===== src/rtl/multicycle_pkg.sv =====
// multicycle_pkg: shared state, opcode, funct and control-field encodings for the multicycle sequencer
package multicycle_pkg;
  typedef logic [3:0] state_t;
  localparam state_t S_FETCH  = 4'd0;
  localparam state_t S_DECODE = 4'd1;
  localparam state_t S_MEMADR = 4'd2;
  localparam state_t S_MEMRD  = 4'd3;
  localparam state_t S_MEMWB  = 4'd4;
  localparam state_t S_MEMWR  = 4'd5;
  localparam state_t S_EXEC   = 4'd6;
  localparam state_t S_ALUWB  = 4'd7;
  localparam state_t S_BRANCH = 4'd8;
  localparam state_t S_ADDIEX = 4'd9;
  localparam state_t S_ADDIWB = 4'd10;
  localparam state_t S_JUMP   = 4'd11;
  localparam state_t S_JR     = 4'd12;
  localparam logic [5:0] OP_R    = 6'h00;
  localparam logic [5:0] OP_LW   = 6'h23;
  localparam logic [5:0] OP_SW   = 6'h2B;
  localparam logic [5:0] OP_BEQ  = 6'h04;
  localparam logic [5:0] OP_ADDI = 6'h08;
  localparam logic [5:0] OP_J    = 6'h02;
  localparam logic [5:0] OP_JAL  = 6'h03;
  localparam logic [5:0] F_ADD = 6'h20;
  localparam logic [5:0] F_SUB = 6'h22;
  localparam logic [5:0] F_AND = 6'h24;
  localparam logic [5:0] F_OR  = 6'h25;
  localparam logic [5:0] F_SLT = 6'h2A;
  localparam logic [5:0] F_JR  = 6'h08;
  localparam logic [4:0] ALU_ADD = 5'b00000;
  localparam logic [4:0] ALU_SUB = 5'b00001;
  localparam logic [4:0] ALU_AND = 5'b00010;
  localparam logic [4:0] ALU_OR  = 5'b00011;
  localparam logic [4:0] ALU_SLT = 5'b00100;
  localparam logic [1:0] SRCB_B     = 2'b00;
  localparam logic [1:0] SRCB_FOUR  = 2'b01;
  localparam logic [1:0] SRCB_IMM   = 2'b10;
  localparam logic [1:0] SRCB_IMMSH = 2'b11;
  localparam logic [1:0] DST_RT = 2'b00;
  localparam logic [1:0] DST_RD = 2'b01;
  localparam logic [1:0] DST_RA = 2'b10;
  localparam logic [1:0] WB_ALU = 2'b00;
  localparam logic [1:0] WB_MEM = 2'b01;
  localparam logic [1:0] WB_PC  = 2'b10;
  localparam logic [1:0] PC_ALU    = 2'b00;
  localparam logic [1:0] PC_ALUOUT = 2'b01;
  localparam logic [1:0] PC_JUMP   = 2'b10;
  localparam logic [1:0] PC_RD1    = 2'b11;
endpackage


===== src/rtl/multicycle_control_alu_decoder.sv =====
// alu_decoder: maps an R-type funct field to an ALU operation and flags the arithmetic functs it knows
module alu_decoder
  import multicycle_pkg::*;
(
  input  logic [5:0] funct,
  output logic [4:0] alu_control,
  output logic       valid
);
  assign alu_control = funct == F_SUB ? ALU_SUB :
                       funct == F_AND ? ALU_AND :
                       funct == F_OR  ? ALU_OR  :
                       funct == F_SLT ? ALU_SLT : ALU_ADD;
  assign valid = funct inside {F_ADD, F_SUB, F_AND, F_OR, F_SLT};
endmodule


===== src/rtl/multicycle_control.sv =====
// multicycle_control: state sequencer driving every datapath enable and select of the multicycle CPU
module multicycle_control
  import multicycle_pkg::*;
(
  input  logic        clock,
  input  logic        resetN,
  input  logic [5:0]  opcode,
  input  logic [5:0]  funct,
  input  logic        zero,
  input  logic        memReady,
  output logic        pcWrite,
  output logic        iorD,
  output logic        memRead,
  output logic        memWrite,
  output logic        irWrite,
  output logic        aluSrcA,
  output logic [1:0]  aluSrcB,
  output logic [4:0]  aluControl,
  output logic        regWrite,
  output logic [1:0]  regDst,
  output logic [1:0]  memToReg,
  output logic [1:0]  pcSrc,
  output logic        illegalOp,
  output logic [31:0] retired
);
  state_t state, next_state, decode_target;
  logic [4:0] funct_ctrl;
  logic funct_ok, is_r, retire;
  alu_decoder u_alu_decoder (.funct(funct), .alu_control(funct_ctrl), .valid(funct_ok));
  assign is_r = opcode == OP_R;
  // S_FETCH here means the instruction is unsupported and gets dropped
  assign decode_target = (opcode == OP_LW || opcode == OP_SW) ? S_MEMADR :
                         (is_r && funct == F_JR)              ? S_JR     :
                         (is_r && funct_ok)                   ? S_EXEC   :
                         opcode == OP_BEQ                     ? S_BRANCH :
                         opcode == OP_ADDI                    ? S_ADDIEX :
                         (opcode == OP_J || opcode == OP_JAL) ? S_JUMP   : S_FETCH;
  assign retire = state inside {S_MEMWB, S_ALUWB, S_BRANCH, S_ADDIWB, S_JUMP, S_JR} ||
                  (state == S_MEMWR && memReady);
  // next-state selection; memory states stall until memReady
  always_comb begin
    next_state = S_FETCH;
    case (state)
      S_FETCH:  next_state = memReady ? S_DECODE : S_FETCH;
      S_DECODE: next_state = decode_target;
      S_MEMADR: next_state = opcode == OP_SW ? S_MEMWR : S_MEMRD;
      S_MEMRD:  next_state = memReady ? S_MEMWB : S_MEMRD;
      S_MEMWR:  next_state = memReady ? S_FETCH : S_MEMWR;
      S_EXEC:   next_state = S_ALUWB;
      S_ADDIEX: next_state = S_ADDIWB;
      default:  next_state = S_FETCH;
    endcase
  end
  // state register and retired-instruction counter
  always_ff @(posedge clock or negedge resetN) begin
    if (!resetN) begin
      state <= S_FETCH;
      retired <= '0;
    end else begin
      state <= next_state;
      if (retire) retired <= retired + 32'd1;
    end
  end
  // per-state control decode; everything is held at 0 while reset is asserted
  always_comb begin
    pcWrite = 1'b0;
    iorD = 1'b0;
    memRead = 1'b0;
    memWrite = 1'b0;
    irWrite = 1'b0;
    aluSrcA = 1'b0;
    aluSrcB = SRCB_B;
    aluControl = ALU_ADD;
    regWrite = 1'b0;
    regDst = DST_RT;
    memToReg = WB_ALU;
    pcSrc = PC_ALU;
    illegalOp = 1'b0;
    if (resetN) begin
      case (state)
        S_FETCH: begin
          memRead = 1'b1;
          aluSrcB = SRCB_FOUR;
          irWrite = memReady;
          pcWrite = memReady;
        end
        S_DECODE: begin
          aluSrcB = SRCB_IMMSH;
          illegalOp = decode_target == S_FETCH;
        end
        S_MEMADR, S_ADDIEX: begin
          aluSrcA = 1'b1;
          aluSrcB = SRCB_IMM;
        end
        S_MEMRD: begin
          iorD = 1'b1;
          memRead = 1'b1;
        end
        S_MEMWB: begin
          regWrite = 1'b1;
          memToReg = WB_MEM;
        end
        S_MEMWR: begin
          iorD = 1'b1;
          memWrite = 1'b1;
        end
        S_EXEC: begin
          aluSrcA = 1'b1;
          aluControl = funct_ctrl;
        end
        S_ALUWB: begin
          regWrite = 1'b1;
          regDst = DST_RD;
        end
        S_BRANCH: begin
          aluSrcA = 1'b1;
          aluControl = ALU_SUB;
          pcSrc = PC_ALUOUT;
          pcWrite = zero;
        end
        S_ADDIWB: regWrite = 1'b1;
        S_JUMP: begin
          pcSrc = PC_JUMP;
          pcWrite = 1'b1;
          regWrite = opcode == OP_JAL;
          regDst = opcode == OP_JAL ? DST_RA : DST_RT;
          memToReg = opcode == OP_JAL ? WB_PC : WB_ALU;
        end
        S_JR: begin
          pcSrc = PC_RD1;
          pcWrite = 1'b1;
        end
        default: ;
      endcase
    end
  end
endmodule


===== config.mk =====
export PLATFORM = sky130hd
export DESIGN_NAME = multicycle_control
export DESIGN_NICKNAME = d
export VERILOG_FILES = /design/src/rtl/multicycle_pkg.sv /design/src/rtl/multicycle_control_alu_decoder.sv /design/src/rtl/multicycle_control.sv
export SDC_FILE = /design/constraint.sdc
export NUM_CORES = 1
export LEC_CHECK = 0
export ABC_AREA = 1
export BUFFER_PORTS_ARGS = -buffer_cell sky130_fd_sc_hd__buf_2
export CAP_MARGIN = 20
export CORE_MARGIN = 1.5
export CORE_UTILIZATION = 40
export DETAILED_ROUTE_END_ITERATION = 7
export SLEW_MARGIN = 20
export SYNTH_ARGS = -nofsm -noshare
export SYNTH_HDL_FRONTEND = slang
export SYNTH_SLANG_ARGS = --single-unit

===== constraint.sdc =====
create_clock -name clock -period 1.8 [get_ports clock]
set_input_delay 0.36 -clock clock [delete_from_list [all_inputs] [get_ports clock]]
set_output_delay 0.36 -clock clock [all_outputs]
set_load 0.01 [all_outputs]

==> flow_summary.yaml <==
status:
  status: "finished with violations"
  violations_in_the_final_reports: "setup timing"
power_and_ir_drop:
  power_density_nw_per_um2: 802.3
  static_leakage_nw: 1.909
  total_power_w: 0.002831
  worst_ir_drop_vdd_mv: 0.5433
yosys:
  synthTopCellsByArea: "sky130_fd_sc_hd__dfrtp_1, sky130_fd_sc_hd__nand2_1, sky130_fd_sc_hd__nor2_1, sky130_fd_sc_hd__inv_1, sky130_fd_sc_hd__nand3b_1"
  synthesis.area_um2: 2776
  synth_warnings: 0
  synth.ff_latch_count: 36
  yosys.cell_types.count: 25
  synth_sequential_area_ratio_pct: 32.45
  synthesis.instances: 468
  fraction_of_post_synthesis_cell_area_in_the_top_cell_type_by_area_pct: 32.45
  post-synth-top-area-cell: "sky130_fd_sc_hd__dfrtp_1"
  postSynthAreaPerCell_um2: 5.933
sta:
  hold_slack_ps: 139.5
  finalClockSkew_ps: 6.291
  tns_ps: -547.0
  final_period_minus_worst_setup_slack_ps: 1896
  slew_violations: 0
  setup_viol_count_final: 9
  clock.fmax_mhz: 527.5
  postLayoutSetupSlackWorst_ps: -95.59
  grt_setup_unrepaired: "yes"
  min_period_over_period_pct: 105.3
  finalHoldViolations: 0
job:
  max_cap_violations: 0
placed_design:
  routability_congestion_estimate: 0.9164
  port_buffers: 66
  hpwl_um: 6101
  place_area_um2: 3226
die:
  die_w_um: 86.31
  initial_core_util_pct: 41.09
  die_h_um: 86.31
  fp.coreArea_um2: 6756
  fp.dieArea_um2: 7449
  io_pins: 69
  placement_rows: 30
clock_network:
  cts-hold-fix-buffers: 0
  clock-sinks: 36
  cts_made_buffers: 5
  max-clock-path-buffers: 2
  clock_insertion_delay_worst_skew_ps: 300
  cts-root-buf: "sky130_fd_sc_hd__clkbuf_8"
  tritoncts: "built"
  cts.reportedPaths.clkPinSlew_ps: 80
  h-tree-depth: 2
final_layout:
  synth_to_layout_area_growth_pct: 27.08
  drive_gt1_share_pct: 22.42
  multi_input_comb_area_um2: 1744
  final_core_util_pct: 52.22
  num_antenna_cells: 0
  layout.filler_cells: 686
  finalInstanceArea_um2: 3528
  nNetsFinal: 569
  regArea_um2: 905.9
drt:
  num_vias: 3071
  drt_first_iter_violations: 198
  drt-total-wl_um: 7988
  mean_routed_wirelength_per_cell_um: 12.62
  post_drt_via_cell_ratio: 4.852
  drt-pass1-iter-count: 5
  drc: 0
  ant_nets: 0
setup_path:
  rr_worst_depth: 11
  required_ps: 1440
  crit_fanout: 4
  start_kind: "flip-flop"
  critical_path.endpoint_type: "output pin"
  path_class: "reg2out"
  worst-endpoint-arrival_ps: 1540
global_route:
  grt_max_degree: 27
  grt_use_total_pct: 21.66
  grt_pass1_wl_um: 12750
  first_global_vias: 2699
  grt_antenna_before_repair: 0
  globalRouteOverflowTotal: 0
worst_hold_path:
  holdCritPathClass: "in2async"
## worst max-delay path, stage by stage (launching register included)
cell	delay, ps
sky130_fd_sc_hd__dfrtp_2	440
sky130_fd_sc_hd__or2_4	290
sky130_fd_sc_hd__nor2_4	100
sky130_fd_sc_hd__inv_2	40
sky130_fd_sc_hd__nand2_1	50
sky130_fd_sc_hd__nand2_1	60
sky130_fd_sc_hd__a31oi_1	130
sky130_fd_sc_hd__buf_2	140
## area by class of cell
class	instances	area share, %
Timing Repair Buffer	85	14.26
Multi-Input combinational cell	385	49.43
Inverter	39	4.220
Clock inverter	1	0.8511
Clock buffer	7	2.730
Tap cell	80	2.837
Sequential cell	36	25.67
## layout by cell type (no fill, tap or decap)
| cell | instances |
|---|---|
| sky130_fd_sc_hd__buf_2 | 66 |
| sky130_fd_sc_hd__nand3b_1 | 15 |
| sky130_fd_sc_hd__dfrtp_2 | 4 |
| sky130_fd_sc_hd__nand3_4 | 1 |
| sky130_fd_sc_hd__dfrtp_1 | 32 |
| sky130_fd_sc_hd__clkbuf_8 | 7 |
| sky130_fd_sc_hd__o21bai_1 | 1 |
| sky130_fd_sc_hd__nor2_2 | 5 |
| sky130_fd_sc_hd__inv_4 | 1 |
| sky130_fd_sc_hd__o22ai_1 | 1 |
| sky130_fd_sc_hd__a31oi_1 | 1 |
| sky130_fd_sc_hd__nor3_1 | 3 |
| sky130_fd_sc_hd__nor2_4 | 5 |
| sky130_fd_sc_hd__inv_1 | 31 |
| sky130_fd_sc_hd__nand2_1 | 198 |
| sky130_fd_sc_hd__buf_6 | 8 |
| sky130_fd_sc_hd__conb_1 | 2 |
| sky130_fd_sc_hd__nand3_1 | 19 |
| sky130_fd_sc_hd__a21oi_1 | 4 |
| sky130_fd_sc_hd__ha_1 | 1 |
| sky130_fd_sc_hd__xor2_1 | 11 |
| sky130_fd_sc_hd__inv_2 | 7 |
| sky130_fd_sc_hd__bufinv_16 | 1 |
| sky130_fd_sc_hd__buf_4 | 11 |
| sky130_fd_sc_hd__a41oi_2 | 1 |
| sky130_fd_sc_hd__a21oi_2 | 1 |
| sky130_fd_sc_hd__o21ai_0 | 15 |
| sky130_fd_sc_hd__nand4_1 | 5 |
| sky130_fd_sc_hd__or2_4 | 1 |
| sky130_fd_sc_hd__nor2_1 | 90 |
| sky130_fd_sc_hd__nand3_2 | 2 |
| sky130_fd_sc_hd__nand2_2 | 3 |
## cell usage after synthesis
| library cell | number |
|---|---|
| sky130_fd_sc_hd__a21oi_1 | 5 |
| sky130_fd_sc_hd__a31oi_1 | 1 |
| sky130_fd_sc_hd__a41oi_1 | 1 |
| sky130_fd_sc_hd__buf_2 | 3 |
| sky130_fd_sc_hd__buf_4 | 2 |
| sky130_fd_sc_hd__buf_6 | 3 |
| sky130_fd_sc_hd__clkbuf_1 | 1 |
| sky130_fd_sc_hd__conb_1 | 1 |
| sky130_fd_sc_hd__dfrtp_1 | 36 |
| sky130_fd_sc_hd__ha_1 | 1 |
| sky130_fd_sc_hd__inv_1 | 35 |
| sky130_fd_sc_hd__inv_2 | 4 |
| sky130_fd_sc_hd__nand2_1 | 200 |
| sky130_fd_sc_hd__nand2_2 | 1 |
| sky130_fd_sc_hd__nand3_1 | 22 |
| sky130_fd_sc_hd__nand3b_1 | 15 |
| sky130_fd_sc_hd__nand4_1 | 5 |
| sky130_fd_sc_hd__nor2_1 | 95 |
| sky130_fd_sc_hd__nor2_2 | 5 |
| sky130_fd_sc_hd__nor3_1 | 3 |
| sky130_fd_sc_hd__o21ai_0 | 15 |
| sky130_fd_sc_hd__o21bai_1 | 1 |
| sky130_fd_sc_hd__o22ai_1 | 1 |
| sky130_fd_sc_hd__or2_1 | 1 |
| sky130_fd_sc_hd__xor2_1 | 11 |
## state kept, by name, indices dropped and copies added, names as in the netlist
| register | count |
|---|---|
| state | 4 |
| retired | 32 |
## power breakdown
group	leakage [nW]	internal [W]	switching (W)	total [W]
clock	0.0645	0.000489	0.000299	0.000788
combinational	1.35	0.000428	0.000640	0.00107
sequential	0.490	0.000883	0.0000930	0.000976
## through the flow
stage	setup slack [ps]	std cells
after floorplan	146.9	469
after global placement	71.25	617
after global routing	-194.7	633
after CTS	-102.3	630
after detailed placement	67.99	617
final	-95.59	633
## what timing repair did
action	CTS	global route
endpoints found under the hold margin	0	0
gates resized for setup	14	23
pin swaps	2	7
buffers inserted	5	3
endpoints found under the setup margin	15	43
## worst paths after layout
check,startpoint,slack (ps),end
max in group asynchronous,resetN,1280,state[1]
worst max-delay path,state[0],-100,aluControl[0]
worst max register to register,state[0],130,retired[8]
worst min register to register,retired[31],530,retired[31]
min in group clock,memReady,490,state[0]
worst min-delay path,resetN,140,retired[26]
## logic make-up (layout without fill, tap and decap cells)
family | count (synthesis) | after routing | synth area share, %
XOR/XNOR | 11 | 11 | 3.470
buffers and inverters | 48 | 132 | 7.706
flip-flops | 36 | 36 | 32.45
adder cells (fa/ha/maj) | 1 | 1 | 0.4506
other | 1 | 2 | 0.1351
AO/OA/AOI/OAI | 24 | 24 | 4.642
AND/OR/NAND/NOR | 347 | 347 | 51.15
## per-layer routing
| layer | track usage [%] | wire length, um | vias to the layer above | share of wire [%] |
|---|---|---|---|---|
| met4 | 5.425 | 49 | 0 | 0.61 |
| met2 | 32.57 | 3507 | 86 | 44 |
| met3 | 2.762 | 451 | 8 | 5.6 |
| li1 | - | - | 1618 | - |
| met5 | 0 | 0 | - | 0 |
| met1 | 32.80 | 3979 | 1359 | 50 |
No activity file was read; power rests on OpenSTA's default activity.
